[src/rtl/apb_req_arbiter.sv]
// Two-requester round-robin front end for an APB master.
// One transfer in flight; completion or timeout returns status to the owner.
module apb_req_arbiter #(
  parameter int unsigned TIMEOUT = 15
) (
  input  logic       pclk,
  input  logic       presetn,
  input  logic       req0,
  input  logic       req1,
  input  logic       rw0,
  input  logic       rw1,
  input  logic [7:0] addr0,
  input  logic [7:0] addr1,
  input  logic [7:0] wdata0,
  input  logic [7:0] wdata1,
  output logic       gnt0,
  output logic       gnt1,
  output logic       done0,
  output logic       done1,
  output logic [7:0] rdata0,
  output logic [7:0] rdata1,
  output logic       err0,
  output logic       err1,
  output logic       transfer,
  output logic       read_write,
  output logic [7:0] apb_write_paddr,
  output logic [7:0] apb_read_paddr,
  output logic [7:0] apb_write_data,
  input  logic       pready,
  input  logic       pslaverr,
  input  logic [7:0] prdata
);

  typedef enum logic [1:0] {
    IDLE,
    BUSY,
    DONE
  } state_t;

  localparam logic [7:0] LAST_WAIT = 8'(TIMEOUT - 1);

  state_t     state_q;
  state_t     state_d;
  logic       last_q;
  logic       sel_q;
  logic       rw_q;
  logic [7:0] cnt_q;
  logic       take;
  logic       win;
  logic       fin;
  logic       tmo;

  always_ff @(posedge pclk) begin
    if (!presetn) state_q <= IDLE;
    else          state_q <= state_d;
  end

  always_comb begin
    state_d = state_q;
    take    = 1'b0;
    win     = 1'b0;
    fin     = 1'b0;
    tmo     = 1'b0;
    unique case (state_q)
      IDLE: begin
        if (req0 || req1) begin
          take    = 1'b1;
          win     = (req0 && req1) ? !last_q : req1;
          state_d = BUSY;
        end
      end
      BUSY: begin
        // pready wins over a timeout landing in the same cycle
        if (pready) begin
          fin     = 1'b1;
          state_d = DONE;
        end else if (cnt_q == LAST_WAIT) begin
          tmo     = 1'b1;
          state_d = DONE;
        end
      end
      DONE:    state_d = IDLE;
      default: state_d = IDLE;
    endcase
  end

  always_ff @(posedge pclk) begin
    if (!presetn) begin
      last_q          <= 1'b1;
      sel_q           <= 1'b0;
      rw_q            <= 1'b0;
      cnt_q           <= '0;
      gnt0            <= 1'b0;
      gnt1            <= 1'b0;
      done0           <= 1'b0;
      done1           <= 1'b0;
      rdata0          <= '0;
      rdata1          <= '0;
      err0            <= 1'b0;
      err1            <= 1'b0;
      transfer        <= 1'b0;
      read_write      <= 1'b0;
      apb_write_paddr <= '0;
      apb_read_paddr  <= '0;
      apb_write_data  <= '0;
    end else begin
      gnt0  <= 1'b0;
      gnt1  <= 1'b0;
      done0 <= 1'b0;
      done1 <= 1'b0;
      if (take) begin
        sel_q           <= win;
        rw_q            <= win ? rw1 : rw0;
        cnt_q           <= '0;
        gnt0            <= !win;
        gnt1            <= win;
        transfer        <= 1'b1;
        read_write      <= win ? rw1 : rw0;
        apb_write_paddr <= (win ? rw1 : rw0) ? (win ? addr1 : addr0) : 8'h00;
        apb_read_paddr  <= (win ? rw1 : rw0) ? 8'h00 : (win ? addr1 : addr0);
        apb_write_data  <= win ? wdata1 : wdata0;
      end
      if (state_q == BUSY && !fin && !tmo) cnt_q <= cnt_q + 8'd1;
      if (fin || tmo) begin
        last_q          <= sel_q;
        transfer        <= 1'b0;
        read_write      <= 1'b0;
        apb_write_paddr <= '0;
        apb_read_paddr  <= '0;
        apb_write_data  <= '0;
        if (sel_q) begin
          err1 <= tmo | pslaverr;
          if (tmo)        rdata1 <= 8'h00;
          else if (!rw_q) rdata1 <= prdata;
        end else begin
          err0 <= tmo | pslaverr;
          if (tmo)        rdata0 <= 8'h00;
          else if (!rw_q) rdata0 <= prdata;
        end
      end
      if (state_q == DONE) begin
        done0 <= !sel_q;
        done1 <= sel_q;
      end
    end
  end

endmodule

[config.mk]
export PLATFORM = sky130hd
export DESIGN_NAME = apb_req_arbiter
export DESIGN_NICKNAME = d
export VERILOG_FILES = /design/src/rtl/apb_req_arbiter.sv
export SDC_FILE = /design/constraint.sdc
export NUM_CORES = 1
export LEC_CHECK = 0
export BUFFER_PORTS_ARGS = -buffer_cell sky130_fd_sc_hd__buf_2
export CAP_MARGIN = 10
export CORE_AREA = 5 5 85 87
export CTS_CLUSTER_SIZE = 10
export DETAILED_ROUTE_END_ITERATION = 12
export DIE_AREA = 0 0 90 92
export MAX_ROUTING_LAYER = met4
export PLACE_DENSITY = 0.72
export SLEW_MARGIN = 5
export SYNTH_ARGS = -nofsm -noshare
export SYNTH_HDL_FRONTEND = slang
export SYNTH_SLANG_ARGS = --single-unit
export TNS_END_PERCENT = 20
[constraint.sdc]
create_clock -name pclk -period 4.75 [get_ports pclk]
set_input_delay 0.7125 -clock pclk [delete_from_list [all_inputs] [get_ports pclk]]
set_output_delay 0.7125 -clock pclk [all_outputs]
set_load 0.05 [all_outputs]
# [Word-level counts from Yosys, hierarchy flattened]
# Index checks and enable logic that the tools add are counted.
[totals] reg_bits=61 output_inout_bits=48 romBits=0 inputBits=48 n_memories=0 latchBits=0 ram_bits=0 word_cells=71
[op_classes] div_mod_pow=0 add_sub_neg=1 order_cmp=0 n_shift=0 multipliers=0 n_bitwise=3 muxes=23 n_eq_ne=6 n_reduce_logical=20
[op_table] cell="$mux 8" n=8
[op_table] cell="$mux 1" n=11
[op_table] cell="$reduce_and 2->1" n=5
[op_table] cell="$add 8x1->8 const B" n=1
[op_table] cell="$eq 8x4->1 const B" n=1
[op_table] cell="$mux 2" n=3
[op_table] cell="$reduce_and 3->1" n=2
[op_table] cell="$logic_not 1->1" n=5
[op_table] cell="$pmux 2 s2" n=1
[op_table] cell="$logic_and 1x1->1" n=3
[op_table] cell="$ne 3x3->1 const B" n=1
[op_table] cell="$eq 2x1->1 const B" n=1
[op_table] cell="$eq 2x2->1 const B" n=1
[op_table] cell="$logic_not 2->1" n=1
[op_table] cell="$logic_or 1x1->1" n=2
[op_table] cell="$ne 2x1->1 const B" n=1
[op_table] cell="$ne 2x2->1 const B" n=1
[op_table] cell="$not 1->1" n=2
[op_table] cell="$reduce_bool 2->1" n=1
[op_table] cell="$reduce_or 2->1" n=1
[op_table] cell="$or 1x1->1" n=1

# [Longest topological paths before layout]
# Gate-level depths: netlist (run 1).
[logic_depth] depth_word=7 mapped_depth=7 ltp_nobuf=6

# [Worst setup path before layout (run 1)]
# No wires, ideal clock.
[synth_timing] path_type="in2reg" from="input port presetn" to="register rdata1[2]" setup_time_ns=0.074 stages=6 slack_ns=2.939 n_path_buf=2 required_ns=4.676 t_arrival_ns=1.737 path_cell_list="buf_2 -> clkinv_1 -> nor2_1 -> buf_2 -> nand3_1 -> o21ai_0"
[synth_lines] item="start, declared" line="7" text="input logic presetn,"
[synth_lines] item="end signal, assigned" line="134" text="else if (!rw_q) rdata1 <= prdata;"
[synth_lines] item="end, declared" line="21" text="output logic [7:0] rdata1,"

==> results of run 1 <==
-- area by class of cell --
cell class,instances,area [µm²]
fill,612,2750
multi-input combinational,235,1460
sequential,61,1220
timing repair buffer,96,483
clock buffer,11,151
tap,77,96.3
clock inverter,4,95.1
inverter,4,15.0
-- state kept, by name (all words and copies together) (netlist names) --
name / count
gnt0: 1
transfer: 1
gnt1: 1
state_q: 2
done0: 1
rdata0: 8
cnt_q: 8
apb_write_data: 8
last_q: 1
apb_write_paddr: 8
rdata1: 8
done1: 1
sel_q: 1
apb_read_paddr: 8
rw_q: 1
err0: 1
err1: 1
read_write: 1
-- power groups by stage --
stage,sequential (W),clock (W),combinational [W]
5_1_grt,0.000572,0.000606,0.000322
6_report,0.000568,0.000573,0.000298
3_3_place_gp,0.000578,0,0.000297
4_1_cts,0.000568,0.000586,0.000300
2_1_floorplan,0.000679,0,0.000126
3_5_place_dp,0.000579,0,0.000299
-- cell usage in the layout, fill, tap and decap left out, types with 2 or more instances in the layout --
cell       count
and3_1         2
a211oi_1      24
nor3b_1        2
a21o_1         2
inv_1          3
nand2b_1       3
buf_2         95
nor2b_1       17
mux2i_1       16
ha_1           2
a21oi_4        2
clkbuf_8      11
a41oi_1        8
o21ai_0       21
xor2_1         2
nor3_1         5
dfxtp_1       61
o2bb2ai_1      2
o221a_2        2
or2_2          3
a21oi_1       13
nand2_1       30
nor2_1        37
nand3_1       21
or3_4          2
bufinv_16      3
-- stage by stage --
step	cell area [µm²]	total power, W	setup slack [ns]
after global routing	3530	0.00150	2.15
after floorplan	2800	0.000805	2.94
after CTS	3530	0.00145	2.51
after detailed placement	3280	0.000878	2.15
final	3530	0.00144	2.45
after global placement	3280	0.000874	2.20
-- logic make-up after synthesis --
kind of cell	after synthesis	share of synthesized area, %
compound gates	81	20.3
xor+xnor	2	0.626
fa+ha+maj	2	0.894
buf+inv	22	4.07
flops	61	43.6
mux	17	6.12
simple gates	133	24.4
-- critical path, delay by kind of cell --
kind	cells	cell delay (ns)
AOI/OAI and AO/OA	1	0.11
buffers and inverters	2	0.74
and+or+nand+nor	2	0.98
-- metal layers --
| layer | GRT usage, % | vias up | part of all wire (%) |
|---|---|---|---|
| li1 | - | 1317 | - |
| met1 | 20.1 | 1233 | 45 |
| met2 | 28.0 | 70 | 48 |
| met3 | 5.32 | 9 | 5.4 |
| met4 | 6.08 | 0 | 1.5 |
| met5 | - | - | 0 |
-- final timing paths --
path              cells past startpoint                     from  slack [ns]                              end
setup / recovery                      5                  presetn        2.45           rdata0[2]$_SDFFE_PN0P_
setup reg to reg                      4  state_q[0]$_SDFFE_PN0P_        2.68  apb_write_paddr[1]$_SDFFE_PP0P_
hold / removal                        2   rdata1[5]$_SDFFE_PN0P_        0.46           rdata1[5]$_SDFFE_PN0P_
hold reg to reg                       2   rdata1[5]$_SDFFE_PN0P_        0.46           rdata1[5]$_SDFFE_PN0P_
-- Yosys cell counts (3+ instances only) --
library cell	n	share of area [%]
mux2i_1	16	5.7
nand3_1	21	3.8
or2_2	3	0.67
nor2b_1	17	3.8
clkbuf_1	4	0.54
inv_1	3	0.40
buf_2	7	1.3
nand2b_1	3	0.67
dfxtp_1	61	44
nand2_1	30	4.0
a41oi_1	8	2.5
nor3_1	5	0.89
a211oi_1	24	6.4
o21ai_0	21	3.8
buf_4	6	1.6
a21oi_1	13	2.3
nor2_1	37	5.0
==> results.json, run 1 <==
{
  "outcome": "completed",
  "postCtsResizedCells": 0,
  "finish.utilization_pct": 56.2,
  "fp.coreArea_mm2": 0.00628,
  "ys_seq_area_share_pct": 43.6,
  "tightest_slew_ns": 1.03,
  "comb_power_share_pct": 20.7,
  "cts_buffers": 9,
  "row_count": 29,
  "dieArea_mm2": 0.00828,
  "setup_viol": 0,
  "finalCritPeriodShare_pct": 48.4,
  "grt_pass1_wl_um": 11700,
  "netlist_instances": 318,
  "synth-edff-count": 0,
  "hold_path.class": "flop to flop",
  "cts_sinks": 61,
  "wl_per_cell_um": 14.4,
  "p_clk_share_pct": 39.8,
  "p_int_w": 0.00100,
  "avgViaCountPerCell": 5.39,
  "slew_headroom_pct": 30.8,
  "dp_hpwl_um": 4980,
  "swShare_pct": 30.4,
  "final_cell_count_no_fill": 488,
  "fin_worst_skew_ns": 0.00805,
  "ys_warn_count": 0,
  "fmax_mhz": 435,
  "critical_path_required_ns": 5.01,
  "hold_slack_ns": 0.455,
  "ys_types": 47,
  "finalSetupTns_ns": 0,
  "port-buffer-count": 95,
  "synth_flop_cell": "dfxtp_1",
  "cpPeakStageDelay_ns": 0.82,
  "ctsHoldBuffers": 0,
  "cts_max_path_buffers": 2,
  "async_flop_share_pct": 0,
  "insertion_delay_ns": 0.33,
  "layout-drive-gt1-share_pct": 30.7,
  "die_w_um": 90,
  "grt_start_max_net_pins": 52,
  "gp_congestion": 0.856,
  "initial_core_util_pct": 44.6,
  "fin_nets": 457,
  "worstPathArrival_ns": 2.56,
  "start_kind": "input port",
  "cts_tree": "built",
  "peakVddDrop_mv": 0.237,
  "rsz0062_at_grt": "false",
  "dr.pass1.iters": 4,
  "routed_wl_um": 7040,
  "post_cts_buffers": 0,
  "end_kind": "flop",
  "drcViolationCount": 0,
  "dp_cells": 473,
  "ctsRootBufferMaster": "clkbuf_8",
  "maxSlewViolCount": 0,
  "syn2layout_area_growth_pct": 26.0,
  "ant_nets": 0,
  "synth_nets": 368,
  "antenna_found_initial": 0,
  "syn_area_mm2": 0.00280,
  "die_h_um": 92,
  "ys_ff_latch": 61,
  "drt_iter0_drc": 73,
  "syn_avg_cell_area_um2": 8.80,
  "grt_overflow_total": 0,
  "cts.clk_slew.worst_paths_ns": 0.07,
  "grt.total_usage_pct": 17.2,
  "critPathKind": "input port to flop",
  "n_antenna_cell": 0,
  "path_cells": "buf_2, clkinv_1, nor2_1, nand3_1, o21ai_0",
  "p_leak_nw": 1.61,
  "worstPathMaxFanout": 25,
  "crit_slowest_cell": "nor2_1",
  "finalHoldViolations": 0,
  "grt_pass1_vias": 2564,
  "p_per_area_mw_per_mm2": 408,
  "p_sw_w": 0.000437,
  "cap_violations": 0,
  "seqPwrFrac_pct": 39.4,
  "post-route-min-period_ns": 2.30,
  "via_count": 2629,
  "ios": 96,
  "htreeDepth": 3
}
Note: power is estimated with default switching activity, not from simulation.
==> run 2: changes to the inputs <==
PLACE_DENSITY = 0.75   (was 0.72)
clock period = 1.9 ns   (was 4.75 ns; I/O delays follow)
==> results.json, run 2 (same netlist as run 1, synthesis figures left out) <==
{
  "swShare_pct": 33.2,
  "n_antenna_cell": 0,
  "drt_iter0_drc": 118,
  "htreeDepth": 3,
  "postCtsResizedCells": 0,
  "min_path_cells": 3,
  "hold_path.class": "input port to flop",
  "dr.pass1.iters": 4,
  "p_int_w": 0.00223,
  "fin_area_mm2": 0.00356,
  "critical_path_required_ns": 2.14,
  "layout-drive-gt1-share_pct": 32.1,
  "die_h_um": 92,
  "path_cells": "nor2b_1, o211ai_1, and3_1, a211o_1",
  "crit_family": "flip-flops",
  "p_leak_nw": 1.63,
  "setup_ws_ns": 0.210,
  "port-buffer-count": 95,
  "critPathKind": "flop to flop",
  "final_cell_mix": "95 x buf_2, 61 x dfxtp_1, 37 x nor2_1",
  "drcViolationCount": 0,
  "dp_slack_ns": 0.240,
  "dp_hpwl_um": 5030,
  "cpPeakStageDelay_ns": 0.55,
  "maxSlewViolCount": 0,
  "grt.total_usage_pct": 17.7,
  "wl_per_cell_um": 14.1,
  "ctsRootBufferMaster": "clkbuf_8",
  "ant_nets": 0,
  "tightest_slew_ns": 0.521,
  "r2r-end": "cnt_q[2]$_SDFFE_PN0P_",
  "nFillCells": 575,
  "worstPathArrival_ns": 1.93,
  "rsz0062_at_grt": "false",
  "grt_overflow_total": 0,
  "finalSetupTns_ns": 0,
  "outcome": "completed",
  "syn2layout_area_growth_pct": 27.4,
  "p_per_area_mw_per_mm2": 938,
  "cts_tree": "built",
  "via_count": 2609,
  "row_count": 29,
  "fin_worst_skew_ns": 0.00793,
  "slew_headroom_pct": 65.1,
  "rr_startpoint": "state_q[0]$_SDFFE_PN0P_",
  "start_kind": "flop",
  "cts.clk_slew.worst_paths_ns": 0.07,
  "die_w_um": 90,
  "p_sw_w": 0.00111,
  "comb_power_share_pct": 23.2,
  "critPathBufInv": 0,
  "finalHoldViolations": 0,
  "rrSetupSlack_ns": 0.21,
  "fin_nets": 465,
  "end_kind": "flop",
  "avgViaCountPerCell": 5.25,
  "grt_pass1_wl_um": 11800,
  "fmax_mhz": 592,
  "dp_cells": 481,
  "grt_pass1_vias": 2600,
  "seqPwrFrac_pct": 42.4,
  "placed_area_mm2": 0.00336,
  "min_from": "prdata[3]",
  "grt_start_max_net_pins": 40,
  "min_to": "rdata1[3]$_SDFFE_PN0P_",
  "insertion_delay_ns": 0.35,
  "p_clk_share_pct": 34.4,
  "worstPathMaxFanout": 8,
  "mostFrequentLayoutCell": "buf_2",
  "post_cts_buffers": 0,
  "setup_viol": 0,
  "ios": 96,
  "finalCritPeriodShare_pct": 89.0,
  "worst-r2r-cell-count": 4,
  "crit_slowest_cell": "dfxtp_1",
  "antenna_found_initial": 0,
  "cap_violations": 0,
  "peakVddDrop_mv": 0.625,
  "gp_congestion": 0.837,
  "final_cell_count_no_fill": 497,
  "routed_wl_um": 7030,
  "dieArea_mm2": 0.00828,
  "ctsHoldBuffers": 0,
  "fp.coreArea_mm2": 0.00628,
  "cts_buffers": 9,
  "cts_max_path_buffers": 2,
  "cts_sinks": 61,
  "initial_core_util_pct": 44.6,
  "post-route-min-period_ns": 1.69
}
-- run 2: changes by cell type in the layout (fill, tap and decap cells not counted) --
cell and delta:
clkinvlp_4 +3, clkinv_2 +1, bufinv_16 -2, buf_12 +2, buf_4 +6, clkbuf_8 -1
-- run 2: worst min-delay path, stage by stage --
cell,delay [ns]
buf_2,0.09
nand3_1,0.05
o21ai_0,0.06
-- run 2: area by class of cell --
class	instances	area [µm²]	share of cell area, %
flip-flops and latches	61	1220	34.3
repair buffers	104	568	15.9
inverters	4	15.0	0.421
clock inverters	6	62.6	1.76
well taps	77	96.3	2.70
multi-input cells	235	1460	41.1
clock buffers	10	138	3.86
-- run 2: layer usage --
layer | global-route usage (%) | vias up | part of all wire, %
met5 | - | - | 0
met1 | 20.2 | 1185 | 45
met3 | 6.14 | 11 | 5.5
met4 | 7.82 | 0 | 1.7
met2 | 28.2 | 76 | 48
li1 | - | 1337 | -
-- run 2: how the worst max path moves through the flow --
stage	startpoint	end	cells after the start
finish	state_q[0]$_SDFFE_PN0P_	cnt_q[2]$_SDFFE_PN0P_	4
global route	cnt_q[0]$_SDFFE_PN0P_	apb_read_paddr[3]$_SDFFE_PP0P_	7
CTS	cnt_q[5]$_SDFFE_PN0P_	rdata1[7]$_SDFFE_PN0P_	4
detailed placement	cnt_q[5]$_SDFFE_PN0P_	rdata1[7]$_SDFFE_PN0P_	4
global placement	cnt_q[5]$_SDFFE_PN0P_	rdata0[0]$_SDFFE_PN0P_	4
floorplan	cnt_q[5]$_SDFFE_PN0P_	rdata0[0]$_SDFFE_PN0P_	4
-- run 2: power by group through the flow --
stage / registers [W] / clock network, W / logic [W]
4_1_cts: 0.00142 / 0.00119 / 0.000782
2_1_floorplan: 0.00170 / 0 / 0.000314
6_report: 0.00142 / 0.00115 / 0.000776
3_5_place_dp: 0.00144 / 0 / 0.000779
3_3_place_gp: 0.00144 / 0 / 0.000771
5_1_grt: 0.00143 / 0.00125 / 0.000836
-- run 2: metrics by stage --
| stage | power [W] | util [%] | hold slack (ns) |
|---|---|---|---|
| 6_report | 0.00334 | 56.8 | 0.169 |
| 3_3_place_gp | 0.00221 | 53.6 | 0.442 |
| 2_1_floorplan | 0.00201 | - | 0.415 |
| 3_5_place_dp | 0.00222 | 53.6 | 0.455 |
| 5_1_grt | 0.00352 | 56.8 | 0.176 |
| 4_1_cts | 0.00338 | 56.8 | 0.157 |
